==> src/rtl/alu_share_arbiter_if.sv <==
// Requester-side and ALU-side signal bundle for the shared ALU arbiter.
interface alu_share_arbiter_if #(
  parameter int unsigned NUM_REQ     = 4,
  parameter int unsigned VECTOR_SIZE = 4
) ();
  localparam int unsigned VW = 8 * VECTOR_SIZE;

  // Requester side
  logic [NUM_REQ-1:0]    req;
  logic [2*NUM_REQ-1:0]  req_arith;
  logic [NUM_REQ-1:0]    req_output_mux;
  logic [NUM_REQ-1:0]    req_vector_mux;
  logic [8*NUM_REQ-1:0]  req_rs;
  logic [8*NUM_REQ-1:0]  req_rt;
  logic [VW*NUM_REQ-1:0] req_v_rs;
  logic [VW*NUM_REQ-1:0] req_v_rt;
  logic [NUM_REQ-1:0]    done;
  logic [7:0]            rsp_out;
  logic [VW-1:0]         rsp_v_out;
  logic                  busy;

  // ALU side
  logic                  alu_enable;
  logic [2:0]            alu_core_state;
  logic [1:0]            alu_arith_mux;
  logic                  alu_output_mux;
  logic                  alu_vector_mux;
  logic [7:0]            alu_rs;
  logic [7:0]            alu_rt;
  logic [VW-1:0]         alu_v_rs;
  logic [VW-1:0]         alu_v_rt;
  logic [7:0]            alu_out;
  logic [VW-1:0]         alu_v_out;

  // Arbiter view
  modport slave (
    input  req, req_arith, req_output_mux, req_vector_mux,
    input  req_rs, req_rt, req_v_rs, req_v_rt,
    input  alu_out, alu_v_out,
    output done, rsp_out, rsp_v_out, busy,
    output alu_enable, alu_core_state, alu_arith_mux, alu_output_mux, alu_vector_mux,
    output alu_rs, alu_rt, alu_v_rs, alu_v_rt
  );

  // Requester/ALU environment view
  modport master (
    output req, req_arith, req_output_mux, req_vector_mux,
    output req_rs, req_rt, req_v_rs, req_v_rt,
    output alu_out, alu_v_out,
    input  done, rsp_out, rsp_v_out, busy,
    input  alu_enable, alu_core_state, alu_arith_mux, alu_output_mux, alu_vector_mux,
    input  alu_rs, alu_rt, alu_v_rs, alu_v_rt
  );
endinterface

==> src/rtl/alu_share_arbiter.sv <==
// Round-robin arbiter sharing one scalar/vector ALU among NUM_REQ threads.
// Each op runs IDLE (grant) -> ISSUE (ALU execute) -> CAPTURE, done pulses after.
module alu_share_arbiter #(
  parameter int unsigned NUM_REQ     = 4,
  parameter int unsigned VECTOR_SIZE = 4
) (
  input logic                clk,
  input logic                reset,
  alu_share_arbiter_if.slave bus_io
);
  localparam int unsigned VW   = 8 * VECTOR_SIZE;
  localparam int unsigned PtrW = (NUM_REQ > 1) ? $clog2(NUM_REQ) : 1;

  typedef enum logic [1:0] {StIdle, StIssue, StCapture} state_e;

  state_e state_q, state_d;

  logic [PtrW-1:0]    rr_ptr_q, rr_ptr_d, grant_q, grant_d, win;
  logic               found;
  logic [NUM_REQ-1:0] elig, done_q, done_d;

  logic [1:0]    arith_q, arith_d;
  logic          omux_q, omux_d, vmux_q, vmux_d;
  logic [7:0]    rs_q, rs_d, rt_q, rt_d;
  logic [VW-1:0] v_rs_q, v_rs_d, v_rt_q, v_rt_d;
  logic [7:0]    rsp_q, rsp_d;
  logic [VW-1:0] rsp_v_q, rsp_v_d;

  // Round-robin search from rr_ptr; a requester finishing this cycle is masked
  // so its stale level request cannot win again.
  always_comb begin
    int unsigned k;
    logic [PtrW-1:0] idx;
    k     = 0;
    idx   = '0;
    elig  = bus_io.req & ~done_q;
    found = 1'b0;
    win   = '0;
    for (int unsigned i = 0; i < NUM_REQ; i++) begin
      k   = (32'(rr_ptr_q) + i) % NUM_REQ;
      idx = PtrW'(k);
      if (!found && elig[idx]) begin
        found = 1'b1;
        win   = idx;
      end
    end
  end

  // State register
  always_ff @(posedge clk) begin
    if (reset) state_q <= StIdle;
    else       state_q <= state_d;
  end

  // Next-state logic
  always_comb begin
    state_d = state_q;
    unique case (state_q)
      StIdle:    if (found) state_d = StIssue;
      StIssue:   state_d = StCapture;
      StCapture: state_d = StIdle;
      default:   state_d = StIdle;
    endcase
  end

  // FSM outputs: the ALU only sees EXECUTE during ISSUE
  always_comb begin
    bus_io.alu_enable     = 1'b0;
    bus_io.alu_core_state = 3'b000;
    bus_io.busy           = (state_q != StIdle);
    if (state_q == StIssue) begin
      bus_io.alu_enable     = 1'b1;
      bus_io.alu_core_state = 3'b101;
    end
  end

  // Datapath next-state: latch winner's op on grant, capture result on CAPTURE
  always_comb begin
    int unsigned wi;
    wi       = 32'(win);
    rr_ptr_d = rr_ptr_q;
    grant_d  = grant_q;
    done_d   = '0;
    arith_d  = arith_q;
    omux_d   = omux_q;
    vmux_d   = vmux_q;
    rs_d     = rs_q;
    rt_d     = rt_q;
    v_rs_d   = v_rs_q;
    v_rt_d   = v_rt_q;
    rsp_d    = rsp_q;
    rsp_v_d  = rsp_v_q;
    if (state_q == StIdle && found) begin
      grant_d  = win;
      rr_ptr_d = PtrW'((wi + 32'd1) % NUM_REQ);
      arith_d  = bus_io.req_arith[2*wi +: 2];
      omux_d   = bus_io.req_output_mux[wi];
      vmux_d   = bus_io.req_vector_mux[wi];
      rs_d     = bus_io.req_rs[8*wi +: 8];
      rt_d     = bus_io.req_rt[8*wi +: 8];
      v_rs_d   = bus_io.req_v_rs[VW*wi +: VW];
      v_rt_d   = bus_io.req_v_rt[VW*wi +: VW];
    end
    if (state_q == StCapture) begin
      done_d[grant_q] = 1'b1;
      // Vector ops only update the vector result; scalar/compare only the scalar one
      if (vmux_q) rsp_v_d = bus_io.alu_v_out;
      else        rsp_d   = bus_io.alu_out;
    end
  end

  // Datapath registers
  always_ff @(posedge clk) begin
    if (reset) begin
      rr_ptr_q <= '0;
      grant_q  <= '0;
      done_q   <= '0;
      arith_q  <= '0;
      omux_q   <= 1'b0;
      vmux_q   <= 1'b0;
      rs_q     <= '0;
      rt_q     <= '0;
      v_rs_q   <= '0;
      v_rt_q   <= '0;
      rsp_q    <= '0;
      rsp_v_q  <= '0;
    end else begin
      rr_ptr_q <= rr_ptr_d;
      grant_q  <= grant_d;
      done_q   <= done_d;
      arith_q  <= arith_d;
      omux_q   <= omux_d;
      vmux_q   <= vmux_d;
      rs_q     <= rs_d;
      rt_q     <= rt_d;
      v_rs_q   <= v_rs_d;
      v_rt_q   <= v_rt_d;
      rsp_q    <= rsp_d;
      rsp_v_q  <= rsp_v_d;
    end
  end

  // Operands come straight from the issue registers, so the ALU inputs never glitch
  assign bus_io.alu_arith_mux  = arith_q;
  assign bus_io.alu_output_mux = omux_q;
  assign bus_io.alu_vector_mux = vmux_q;
  assign bus_io.alu_rs         = rs_q;
  assign bus_io.alu_rt         = rt_q;
  assign bus_io.alu_v_rs       = v_rs_q;
  assign bus_io.alu_v_rt       = v_rt_q;
  assign bus_io.done           = done_q;
  assign bus_io.rsp_out        = rsp_q;
  assign bus_io.rsp_v_out      = rsp_v_q;

endmodule
==> src/flat_wrapper.sv <==
// flat-port wrapper written by rule: the top's interface ports become plain ports
module alu_share_arbiter_flat 
#(
  parameter int unsigned NUM_REQ     = 4,
  parameter int unsigned VECTOR_SIZE = 4
)
  (clk, reset, bus_io_req, bus_io_req_arith, bus_io_req_output_mux, bus_io_req_vector_mux, bus_io_req_rs, bus_io_req_rt, bus_io_req_v_rs, bus_io_req_v_rt, bus_io_alu_out, bus_io_alu_v_out, bus_io_done, bus_io_rsp_out, bus_io_rsp_v_out, bus_io_busy, bus_io_alu_enable, bus_io_alu_core_state, bus_io_alu_arith_mux, bus_io_alu_output_mux, bus_io_alu_vector_mux, bus_io_alu_rs, bus_io_alu_rt, bus_io_alu_v_rs, bus_io_alu_v_rt);
  alu_share_arbiter_if #(.NUM_REQ(NUM_REQ), .VECTOR_SIZE(VECTOR_SIZE)) bus_io_i ();
  input logic clk;
  input logic reset;
  input wire logic [$bits(bus_io_i.req)-1:0] bus_io_req;
  input wire logic [$bits(bus_io_i.req_arith)-1:0] bus_io_req_arith;
  input wire logic [$bits(bus_io_i.req_output_mux)-1:0] bus_io_req_output_mux;
  input wire logic [$bits(bus_io_i.req_vector_mux)-1:0] bus_io_req_vector_mux;
  input wire logic [$bits(bus_io_i.req_rs)-1:0] bus_io_req_rs;
  input wire logic [$bits(bus_io_i.req_rt)-1:0] bus_io_req_rt;
  input wire logic [$bits(bus_io_i.req_v_rs)-1:0] bus_io_req_v_rs;
  input wire logic [$bits(bus_io_i.req_v_rt)-1:0] bus_io_req_v_rt;
  input wire logic [$bits(bus_io_i.alu_out)-1:0] bus_io_alu_out;
  input wire logic [$bits(bus_io_i.alu_v_out)-1:0] bus_io_alu_v_out;
  output wire logic [$bits(bus_io_i.done)-1:0] bus_io_done;
  output wire logic [$bits(bus_io_i.rsp_out)-1:0] bus_io_rsp_out;
  output wire logic [$bits(bus_io_i.rsp_v_out)-1:0] bus_io_rsp_v_out;
  output wire logic [$bits(bus_io_i.busy)-1:0] bus_io_busy;
  output wire logic [$bits(bus_io_i.alu_enable)-1:0] bus_io_alu_enable;
  output wire logic [$bits(bus_io_i.alu_core_state)-1:0] bus_io_alu_core_state;
  output wire logic [$bits(bus_io_i.alu_arith_mux)-1:0] bus_io_alu_arith_mux;
  output wire logic [$bits(bus_io_i.alu_output_mux)-1:0] bus_io_alu_output_mux;
  output wire logic [$bits(bus_io_i.alu_vector_mux)-1:0] bus_io_alu_vector_mux;
  output wire logic [$bits(bus_io_i.alu_rs)-1:0] bus_io_alu_rs;
  output wire logic [$bits(bus_io_i.alu_rt)-1:0] bus_io_alu_rt;
  output wire logic [$bits(bus_io_i.alu_v_rs)-1:0] bus_io_alu_v_rs;
  output wire logic [$bits(bus_io_i.alu_v_rt)-1:0] bus_io_alu_v_rt;
  assign bus_io_i.req = bus_io_req;
  assign bus_io_i.req_arith = bus_io_req_arith;
  assign bus_io_i.req_output_mux = bus_io_req_output_mux;
  assign bus_io_i.req_vector_mux = bus_io_req_vector_mux;
  assign bus_io_i.req_rs = bus_io_req_rs;
  assign bus_io_i.req_rt = bus_io_req_rt;
  assign bus_io_i.req_v_rs = bus_io_req_v_rs;
  assign bus_io_i.req_v_rt = bus_io_req_v_rt;
  assign bus_io_i.alu_out = bus_io_alu_out;
  assign bus_io_i.alu_v_out = bus_io_alu_v_out;
  assign bus_io_done = bus_io_i.done;
  assign bus_io_rsp_out = bus_io_i.rsp_out;
  assign bus_io_rsp_v_out = bus_io_i.rsp_v_out;
  assign bus_io_busy = bus_io_i.busy;
  assign bus_io_alu_enable = bus_io_i.alu_enable;
  assign bus_io_alu_core_state = bus_io_i.alu_core_state;
  assign bus_io_alu_arith_mux = bus_io_i.alu_arith_mux;
  assign bus_io_alu_output_mux = bus_io_i.alu_output_mux;
  assign bus_io_alu_vector_mux = bus_io_i.alu_vector_mux;
  assign bus_io_alu_rs = bus_io_i.alu_rs;
  assign bus_io_alu_rt = bus_io_i.alu_rt;
  assign bus_io_alu_v_rs = bus_io_i.alu_v_rs;
  assign bus_io_alu_v_rt = bus_io_i.alu_v_rt;
  alu_share_arbiter #(.NUM_REQ(NUM_REQ), .VECTOR_SIZE(VECTOR_SIZE)) u_core (.clk(clk), .reset(reset), .bus_io(bus_io_i));
endmodule
==> config.mk <==
export PLATFORM = sky130hd
export DESIGN_NAME = alu_share_arbiter_flat
export DESIGN_NICKNAME = d
export VERILOG_FILES = /design/src/rtl/alu_share_arbiter_if.sv /design/src/rtl/alu_share_arbiter.sv /design/src/flat_wrapper.sv
export SDC_FILE = /design/constraint.sdc
export NUM_CORES = 1
export LEC_CHECK = 0
export BUFFER_PORTS_ARGS = -buffer_cell sky130_fd_sc_hd__buf_2
export CAP_MARGIN = 20
export CORE_AREA = 2 2 203 205
export CTS_CLUSTER_DIAMETER = 150
export DETAILED_ROUTE_END_ITERATION = 7
export DIE_AREA = 0 0 205 207
export HOLD_SLACK_MARGIN = 0.06
export PLACE_DENSITY = 0.4
export SLEW_MARGIN = 15
export SYNTH_ARGS = -nofsm -noshare
export SYNTH_HDL_FRONTEND = slang
export SYNTH_SLANG_ARGS = --single-unit
export TNS_END_PERCENT = 20
==> constraint.sdc <==
create_clock -name clk -period 4.74 [get_ports clk]
set_clock_uncertainty 0.15 [all_clocks]
set_input_delay 0.711 -clock clk [delete_from_list [all_inputs] [get_ports clk]]
set_output_delay 0.711 -clock clk [all_outputs]
set_load 0.03 [all_outputs]
==> results.txt, run 1 <==
outcome: completed
Mapped Cells: 515
post-CTS sizing: 0
share of layout cells above drive strength 1: 63.4%
vias in the first global route: 6,729
synth warn: 0
core area: 40,400 um^2
row cnt: 74
drt drc: 0
max_slew headroom: 33.3%
minimum clock period: 2730 ps
# port buffers: 513
Cell Area, Synth: 6420 um^2
most frequent cells after synthesis: dfxtp_1 (134), a22o_1 (84), mux4_2 (84), nand2_1 (67), a21oi_1 (36)
post-synthesis sequential area ratio: 41.8%
crit-path cells: nand2b_1, a211oi_1, o22a_4, buf_12, mux4_2, a22o_1
starting density of the core: 15.9%
Synth Flop Type: dfxtp_1
clock sinks: 134
Worst Setup End Kind: flop
Area Overhead vs Synth: 57.1%
Die Y: 207 um
FFs w/ async S/R, synth: 0%
Final Hold Viols: 0
Post-CTS Hold Buffers: 0
crit start category: flop
Yosys top cell by area: dfxtp_1
EDFF count, synth: 0
max capacitance violation total: 0
Worst Max-Slew Pin Slew: 997 ps
DP HPWL: 21.9 mm
critical path arrival: 2900 ps
Design Power: 0.00419 W
RSZ-0062 raised after global routing: false
maximum vdd drop: 0.000204 V
Die Span X: 205 um
max frequency: 0.367 GHz
Area contributors post-synth: dfxtp_1 (42%), mux4_2 (29%), a22o_1 (11%)
initial antenna violation count: 16
vias post-DR: 6,368
postcts setup bufs: 0
post-layout net count: 1,384
gp weighted congestion: 0.766
CTS H-tree depth: 4
clk_lat worst skew: 430 ps
Avg Inst Size Synth: 12.5 um^2
crit-path max FO: 86
clk buf depth: 2
drt wl/cell: 18.3 um
CP required: 4920 ps
TritonRoute pass-1 iters: 4
Leak: 4.65 nW
HP Class: flop to flop
final antenna-violating net count: 0
number of synthesized register bits: 134
top-count cell post-synth: dfxtp_1
I/O pins: 515
post-synth net total: 897
area fraction of the dominant cell type after synthesis: 41.8%
WL final: 28.5 mm
first-pass GRT wire length: 41.7 mm
Clk pin slew, worst setup/hold paths: 70 ps
largest net degree at the start of global routing: 87
die area: 42,400 um^2
TritonCTS buffer count: 17
CTS root buf: clkbuf_16
DR vias/cell: 4.10
power per cell area: 415 nW/um^2
Critical Path Slowest Stage Cell: mux4_2
TritonCTS clock tree: built
Crit Path Class: flop to flop
Setup TNS Final: 0 ps
Final Max Slew Viols: 0
Max stage delay on crit path: 580 ps
DR iter-0 viols: 308
total track usage: 13.2%
synth unique cells: 29
Final period util: 57.5%
GRT Residual Overflow: 0
Setup violations, final: 0
worst max-delay path, delay by kind of cell (launching register included):
kind | cells | cell delay [ps]
AOI/OAI and AO/OA | 3 | 730
muxes | 1 | 580
buffers and inverters | 1 | 490
DFF | 1 | 310
and+or+nand+nor | 1 | 220
final cells by class:
| cell class | count | area, um^2 |
|---|---|---|
| diodes | 7 | 17.5 |
| clock buffers | 18 | 429 |
| clock inverters | 14 | 178 |
| fillers | 4429 | 30300 |
| inverters | 2 | 7.51 |
| multi-input cells | 326 | 3460 |
| flip-flops and latches | 134 | 2680 |
| well taps | 532 | 666 |
| repair buffers | 521 | 2650 |
kinds of logic (layout without fill, tap and decap cells):
kind of cell    Yosys count  after routing  share of synthesized area (%)
flops                   134            134                           41.8
compound gates          131            131                           15.5
simple gates             99             99                           6.52
mux                      94             94                           31.0
buf+inv                  55            555                           5.04
other cells               1              8                         0.0584
xor+xnor                  1              1                          0.136
cells in the final DEF, fill, tap and decap left out, types with 6 or more instances in the layout:
master / Yosys / routed
nor2_1: 13 / 11
clkbuf_16: 0 / 17
a22o_1: 84 / 84
mux4_2: 84 / 84
dfxtp_1: 134 / 134
diode_2: 0 / 7
buf_2: 12 / 513
nand2_1: 67 / 67
mux2i_1: 10 / 10
buf_4: 5 / 6
a21oi_1: 36 / 36
sequential cells by signal, indices dropped and copies added, names as in the netlist, 4 cells and up:
name                     cells
u_core.bus_io.alu_rt         8
u_core.bus_io.alu_rs         8
u_core.bus_io.alu_v_rs      32
u_core.bus_io.alu_v_rt      32
u_core.bus_io.rsp_v_out     32
u_core.bus_io.rsp_out        8
u_core.bus_io.done           4
power by group:
part | internal [W] | total (W) | switching (W) | leakage, nW
combinational | 0.000660 | 0.00142 | 0.000757 | 3.27
clock | 0.000833 | 0.00142 | 0.000582 | 0.283
sequential | 0.00127 | 0.00135 | 0.0000819 | 1.10
total | 0.00277 | 0.00419 | 0.00142 | 4.65
final timing paths:
path	startpoint	endpoint	slack, ps	cells after the start
min reg2reg	u_core.bus_io.rsp_v_out[30]$_SDFFE_PP0P_	u_core.bus_io.rsp_v_out[30]$_SDFFE_PP0P_	300	2
max	u_core.bus_io.done[2]$_SDFF_PP0_	u_core.bus_io.alu_v_rs[22]$_SDFFE_PP0P_	2010	6
max reg2reg	u_core.bus_io.done[2]$_SDFF_PP0_	u_core.bus_io.alu_v_rs[22]$_SDFFE_PP0P_	2010	6
min	u_core.bus_io.rsp_v_out[30]$_SDFFE_PP0P_	u_core.bus_io.rsp_v_out[30]$_SDFFE_PP0P_	300	2
routing by layer:
metal	routed length [um]	GRT usage (%)
met1	11100	14.8
met2	14300	22.7
met3	2600	5.54
met5	72	0
met4	477	4.02
stage by stage:
stage / area, um^2 / instances / worst slack (ps) / util (%) / hold slack, ps
final: 10100 / 1554 / 2010 / 25.0 / 300
after global routing: 10100 / 1551 / 1800 / 25.0 / 314
after CTS: 10100 / 1547 / 1990 / 25.0 / 303
after detailed placement: 9470 / 1515 / 1580 / 23.5 / 294
after global placement: 9470 / 1515 / 1540 / 23.5 / 290
after floorplan: 6420 / 515 / 2150 / - / 270
Note: power is estimated with default switching activity, not from simulation.
==> run 2, diff against run 1 <==
- clock period: 4.74 -> 2.82 ns (I/O delays scaled with it)
==> run 2 against run 1 <==
Net effect: wire length grew 1.5%; total power grew 77%; final cell count grew 2.8%; clock power grew 80%; global-route usage grew 0.22 points; critical endpoint is now u_core.bus_io.alu_v_rt[16]$_SDFFE_PP0P_; flip-flop and latch count is the same; register-to-register slack lost 1600 ps; fmax grew 13%.
==> results.txt, run 2 (synthesis gave the netlist of run 1 again) <==
Multi-input gate area: 3460 um^2 (unchanged)
GRT Residual Overflow: 0 (unchanged)
crit-path max FO: 22 (-74%)
TritonRoute pass-1 iters: 5 (+1)
DR iter-0 viols: 252 (-18%)
worst slack at placement: 236 ps (-1340 ps)
Layout Cells excl Fill: 1,598 (+2.8%)
postcts setup bufs: 0 (unchanged)
drt drc: 0 (unchanged)
Worst Setup End Kind: flop
core area: 40,400 um^2 (unchanged)
Design Power: 0.00740 W (+77%)
Final Max Slew Viols: 0 (unchanged)
initial antenna violation count: 18 (+2)
maximum vdd drop: 0.000312 V (+53%)
Area Overhead vs Synth: 66.0%
post-CTS sizing: 0 (unchanged)
Setup TNS Final: 0 ps (unchanged)
CTS H-tree depth: 4 (unchanged)
Min-Delay Path Depth: 3 (+1)
TritonCTS buffer count: 17 (unchanged)
Critical R2R Launch: u_core.bus_io.done[2]$_SDFF_PP0_
R2R depth: 7 (+1)
max_slew headroom: 55.0% (+22 points)
Crit Path Class: flop to flop
first-pass GRT wire length: 42.5 mm (+1.9%)
row cnt: 74 (unchanged)
Inst Count DP: 1,526 (+0.73%)
fillers: 4,388 (-0.93%)
Worst Max-Slew Pin Slew: 675 ps (-322 ps)
most common cell after layout, fill and taps aside: buf_2
# port buffers: 513 (unchanged)
HP Class: input port to flop
RSZ-0062 raised after global routing: false
largest net degree at the start of global routing: 86 (-1.1%)
Die Y: 207 um (unchanged)
vias post-DR: 6,482 (+1.8%)
vias in the first global route: 7,027 (+4.4%)
max capacitance violation total: 0 (unchanged)
dpl cell area: 9650 um^2 (+1.9%)
CTS root buf: clkbuf_16
minimum clock period: 2420 ps (-304 ps)
power per cell area: 694 nW/um^2 (+67%)
DP HPWL: 22.6 mm (+3.1%)
outcome: completed
Die Span X: 205 um (unchanged)
DR vias/cell: 4.06 (-1.0%)
Leak: 4.91 nW (+5.5%)
CP required: 3000 ps (-1920 ps)
WL final: 28.9 mm (+1.5%)
reg2reg setup slack: 400 ps (-1620 ps)
max frequency: 0.413 GHz (+13%)
clock sinks: 134 (unchanged)
Reg2Reg Capture Point: u_core.bus_io.alu_v_rt[16]$_SDFFE_PP0P_
most frequent cells in the layout: buf_2 (513), dfxtp_1 (134), mux4_2 (84), a22o_1 (84), nand2_1 (67)
crit start category: flop
Final Cell Area: 10,700 um^2 (+5.7%)
Hold Startpoint: bus_io_alu_v_out[23]
die area: 42,400 um^2 (unchanged)
Final Hold Viols: 0 (unchanged)
Clk pin slew, worst setup/hold paths: 60 ps (about the same)
clk_lat worst skew: 430 ps (about the same)
Worst Hold End: u_core.bus_io.rsp_v_out[23]$_SDFFE_PP0P_
Final period util: 85.9% (+28 points)
setup ws final: 399 ps (-1620 ps)
starting density of the core: 15.9% (unchanged)
total track usage: 13.4% (+0.22 points)
Post-CTS Hold Buffers: 33 (+33)
drt wl/cell: 18.1 um (-1.3%)
TritonCTS clock tree: built
Setup violations, final: 0 (unchanged)
I/O pins: 515 (unchanged)
post-layout net count: 1,428 (+3.2%)
critical path arrival: 2600 ps (-300 ps)
Reg area: 2680 um^2 (unchanged)
share of layout cells above drive strength 1: 61.9% (-1.6 points)
clk buf depth: 2 (unchanged)
final antenna-violating net count: 0 (unchanged)
gp weighted congestion: 0.781 (+1.9%)
[run 2: cell types whose count changed in the layout (fill, tap and decap cells not counted)]
| cell | before | now |
|---|---|---|
| dlygate4sd3_1 | 0 | 33 |
| clkinvlp_4 | 4 | 3 |
| bufinv_16 | 3 | 5 |
| clkinv_4 | 4 | 1 |
| clkbuf_8 | 0 | 3 |
| inv_6 | 2 | 1 |
| buf_4 | 6 | 9 |
| buf_12 | 2 | 10 |
[run 2: layout make-up]
cell class	instances	area share, %
multi-input combinational	326	32.4
timing repair buffer	565	29.7
sequential	134	25.2
tap	532	6.24
clock buffer	21	4.41
clock inverter	11	1.83
antenna	7	0.164
inverter	2	0.0704
[run 2: worst max path at each step]
| stage | startpoint | endpoint | slack (ps) | cells past startpoint |
|---|---|---|---|---|
| 5_1_grt | u_core.bus_io.done[2]$_SDFF_PP0_ | u_core.bus_io.alu_v_rt[14]$_SDFFE_PP0P_ | 230 | 7 |
| 3_3_place_gp | bus_io_req[0] | u_core.bus_io.alu_output_mux$_SDFFE_PP0P_ | 230 | 8 |
| 4_1_cts | u_core.bus_io.done[2]$_SDFF_PP0_ | u_core.bus_io.alu_v_rt[14]$_SDFFE_PP0P_ | 370 | 7 |
| 2_1_floorplan | u_core.bus_io.done[2]$_SDFF_PP0_ | u_core.bus_io.alu_arith_mux[1]$_SDFFE_PP0P_ | 450 | 7 |
| 3_5_place_dp | bus_io_req[0] | u_core.bus_io.alu_rt[5]$_SDFFE_PP0P_ | 240 | 8 |
| 6_report | u_core.bus_io.done[2]$_SDFF_PP0_ | u_core.bus_io.alu_v_rt[16]$_SDFFE_PP0P_ | 400 | 7 |
[run 2: power breakdown]
group          leakage [nW]  switching [W]  internal (W)  total, W
Clock                 0.316       0.000917       0.00164   0.00256
Combinational          3.49        0.00131       0.00125   0.00256
Sequential             1.10       0.000138       0.00214   0.00228
Total                  4.91        0.00237       0.00503   0.00740
[run 2: stage by stage]
stage	hold WS (ps)	util [%]
after floorplan	270	-
after global placement	289	23.9
after detailed placement	293	23.9
after CTS	60.4	26.4
after global routing	75.9	26.4
final	94.3	26.4
[run 2: critical path: stages (launching register included)]
cell	delay, ps
dfxtp_1	310
nand2b_1	210
a211oi_1	300
o22a_4	230
buf_12	210
buf_12	180
mux4_2	500
a22o_1	190
[run 2: routing by layer]
layer | up-vias | global-route usage (%) | part of all wire [%]
met4 | 12 | 5.16 | 2.0
li1 | 3086 | - | -
met3 | 48 | 4.70 | 8.1
met2 | 315 | 23.0 | 50
met1 | 3021 | 15.2 | 40
met5 | - | 0 | 0.30
==> run 3, diff against run 2 <==
--- a/config.mk
+++ b/config.mk
@@ -12,6 +12,6 @@
 export DETAILED_ROUTE_END_ITERATION = 7
 export DIE_AREA = 0 0 205 207
+export GPL_TIMING_DRIVEN = 0
 export HOLD_SLACK_MARGIN = 0.06
-export PLACE_DENSITY = 0.4
 export SLEW_MARGIN = 15
 export SYNTH_ARGS = -nofsm -noshare
--- a/constraint.sdc
+++ b/constraint.sdc
@@ -3,3 +3,3 @@
 set_input_delay 0.423 -clock clk [delete_from_list [all_inputs] [get_ports clk]]
 set_output_delay 0.423 -clock clk [all_outputs]
-set_load 0.03 [all_outputs]
+set_load 0.1 [all_outputs]
==> run 3 against run 2 <==
Net effect: cell area down 0.55%; utilization down 0.15 points; fmax down 7.8%; clock-buffer cell count down 3; register-to-register slack worse by 200 ps; flip-flop and latch count unchanged; global-route usage up 1.5 points; final cell count up 1.9%; total power up 14%; non-clock buffer count up 33.
==> results.txt, run 3 (synthesis gave the netlist of run 1 again) <==
power per cell area: 796 nW/um^2 (+15%)
Worst Hold End: u_core.bus_io.rsp_out[1]$_SDFFE_PP0P_
post-layout net count: 1,461 (+2.3%)
clk buf depth: 2 (unchanged)
initial antenna violation count: 10 (-8)
most common cell after layout, fill and taps aside: buf_2
max capacitance violation total: 0 (unchanged)
most frequent cells in the layout: buf_2 (524), dfxtp_1 (131), mux4_2 (84), a22o_1 (84), nand2_1 (67)
CP required: 3040 ps (+40 ps)
maximum vdd drop: 0.000457 V (+47%)
DR vias/cell: 4.23 (+4.3%)
TritonCTS buffer count: 17 (unchanged)
drt wl/cell: 19.8 um (+9.5%)
Setup violations, final: 0 (unchanged)
reg2reg setup slack: 190 ps (-200 ps)
minimum clock period: 2630 ps (+205 ps)
Hold Startpoint: bus_io_alu_out[1]
Die Y: 207 um (unchanged)
I/O pins: 515 (unchanged)
DP HPWL: 26.3 mm (+16%)
crit start category: flop
core area: 40,400 um^2 (unchanged)
RSZ-0062 raised after global routing: false
Clk pin slew, worst setup/hold paths: 60 ps (about the same)
vias post-DR: 6,889 (+6.3%)
final antenna-violating net count: 0 (unchanged)
Min-Delay Path Depth: 3 (unchanged)
# port buffers: 512 (-0.19%)
final hold slack: 98.7 ps (+4.40 ps)
die area: 42,400 um^2 (unchanged)
WL final: 32.3 mm (+12%)
Final Hold Viols: 0 (unchanged)
CTS H-tree depth: 4 (unchanged)
total track usage: 14.9% (+1.5 points)
crit-path max FO: 10 (-55%)
max_slew headroom: 37.6% (-17 points)
GRT Residual Overflow: 0 (unchanged)
outcome: completed
HP Class: input port to flop
Worst Setup End Kind: flop
drt drc: 0 (unchanged)
critical path arrival: 2850 ps (+250 ps)
vias in the first global route: 7,354 (+4.7%)
Area Overhead vs Synth: 65.0%
Setup TNS Final: 0 ps (unchanged)
DR iter-0 viols: 381 (+51%)
largest net degree at the start of global routing: 17 (-80%)
Final period util: 93.1% (+7.3 points)
R2R depth: 7 (unchanged)
Crit Path Class: flop to flop
Die Span X: 205 um (unchanged)
Final Max Slew Viols: 0 (unchanged)
first-pass GRT wire length: 45.4 mm (+6.7%)
Worst Max-Slew Pin Slew: 932 ps (+257 ps)
clock sinks: 134 (unchanged)
TritonRoute pass-1 iters: 4 (-1)
max frequency: 0.381 GHz (-7.8%)
Reg2Reg Capture Point: u_core.bus_io.alu_v_rs[17]$_SDFFE_PP0P_
gp weighted congestion: 0.906 (+16%)
row cnt: 74 (unchanged)
Critical R2R Launch: u_core.bus_io.done[2]$_SDFF_PP0_
starting density of the core: 15.9% (unchanged)
clk_lat worst skew: 430 ps (about the same)
CTS root buf: clkbuf_16
TritonCTS clock tree: built
Leak: 4.91 nW (+0.19%)
share of layout cells above drive strength 1: 60.8% (-1.0 points)
run 3: cell types whose count changed in the layout (fill, tap and decap cells not counted), moves of 3 or more:
cell | previous run | this run
dfxtp_2 | 0 | 3
buf_4 | 9 | 6
buf_2 | 513 | 524
clkbuf_1 | 1 | 25
clkinv_4 | 1 | 4
clkbuf_2 | 0 | 3
inv_6 | 1 | 4
bufinv_16 | 5 | 1
buf_12 | 10 | 4
dfxtp_1 | 134 | 131
diode_2 | 7 | 4
run 3: what timing repair did:
action                     4_1_cts  5_1_grt
setup buffers                    0        0
hold endpoints to repair        33        0
setup endpoints to repair       84       44
pin swaps                        1        0
hold buffers                    33        0
resized for setup                3        6
run 3: cell type report:
cell class	count	area, um^2
timing repair buffer	545	2890
clock buffer	18	439
inverter	2	7.51
clock inverter	14	140
fill	4355	29800
buffer	53	328
multi-input combinational	326	3430
antenna	4	10.0
tap	532	666
sequential	134	2690
run 3: worst max path at each step:
stage                                startpoint                                       to  slack, ps  cells past startpoint
2_1_floorplan  u_core.bus_io.done[3]$_SDFF_PP0_  u_core.bus_io.alu_v_rs[14]$_SDFFE_PP0P_        110                      8
3_3_place_gp                      bus_io_req[2]  u_core.bus_io.alu_v_rt[26]$_SDFFE_PP0P_       -860                      8
3_5_place_dp                      bus_io_req[2]  u_core.bus_io.alu_v_rt[30]$_SDFFE_PP0P_       -840                      8
4_1_cts        u_core.bus_io.done[2]$_SDFF_PP0_  u_core.bus_io.alu_v_rt[30]$_SDFFE_PP0P_         10                      7
5_1_grt        u_core.bus_io.done[2]$_SDFF_PP0_     u_core.bus_io.alu_rs[1]$_SDFFE_PP0P_         20                      7
6_report       u_core.bus_io.done[2]$_SDFF_PP0_  u_core.bus_io.alu_v_rs[17]$_SDFFE_PP0P_        190                      7
run 3: report_power, final:
| group | internal (W) | switching (W) | total [W] |
|---|---|---|---|
| clock network | 0.00126 | 0.000973 | 0.00223 |
| registers | 0.00214 | 0.000141 | 0.00228 |
| logic | 0.00122 | 0.00271 | 0.00393 |
run 3: critical path: stages, from the launching register on:
cell	delay (ps)
dfxtp_2	350
nand2b_1	210
and2_1	180
a31o_2	260
nor2b_1	250
buf_2	370
buf_2	540
a22o_1	230
run 3: through the flow:
step           setup WS (ps)  total power [W]  cells  utilization (%)  instance area [um^2]
2_1_floorplan            109          0.00526    515                -                  6430
3_3_place_gp            -856          0.00623   1559             23.9                  9660
3_5_place_dp            -842          0.00625   1559             23.9                  9660
4_1_cts                 10.5          0.00858   1624             26.2                 10600
5_1_grt                 18.6          0.00881   1626             26.3                 10600
6_report                 194          0.00844   1628             26.3                 10600
run 3: per-layer routing:
metal	global-route usage (%)	vias to the layer above	wire length, um	part of all wire [%]
li1	-	3145	-	-
met1	16.1	3301	12100	37
met2	26.0	379	16100	50
met3	4.59	60	2680	8.3
met4	7.64	4	1320	4.1
met5	0	-	30	0.093
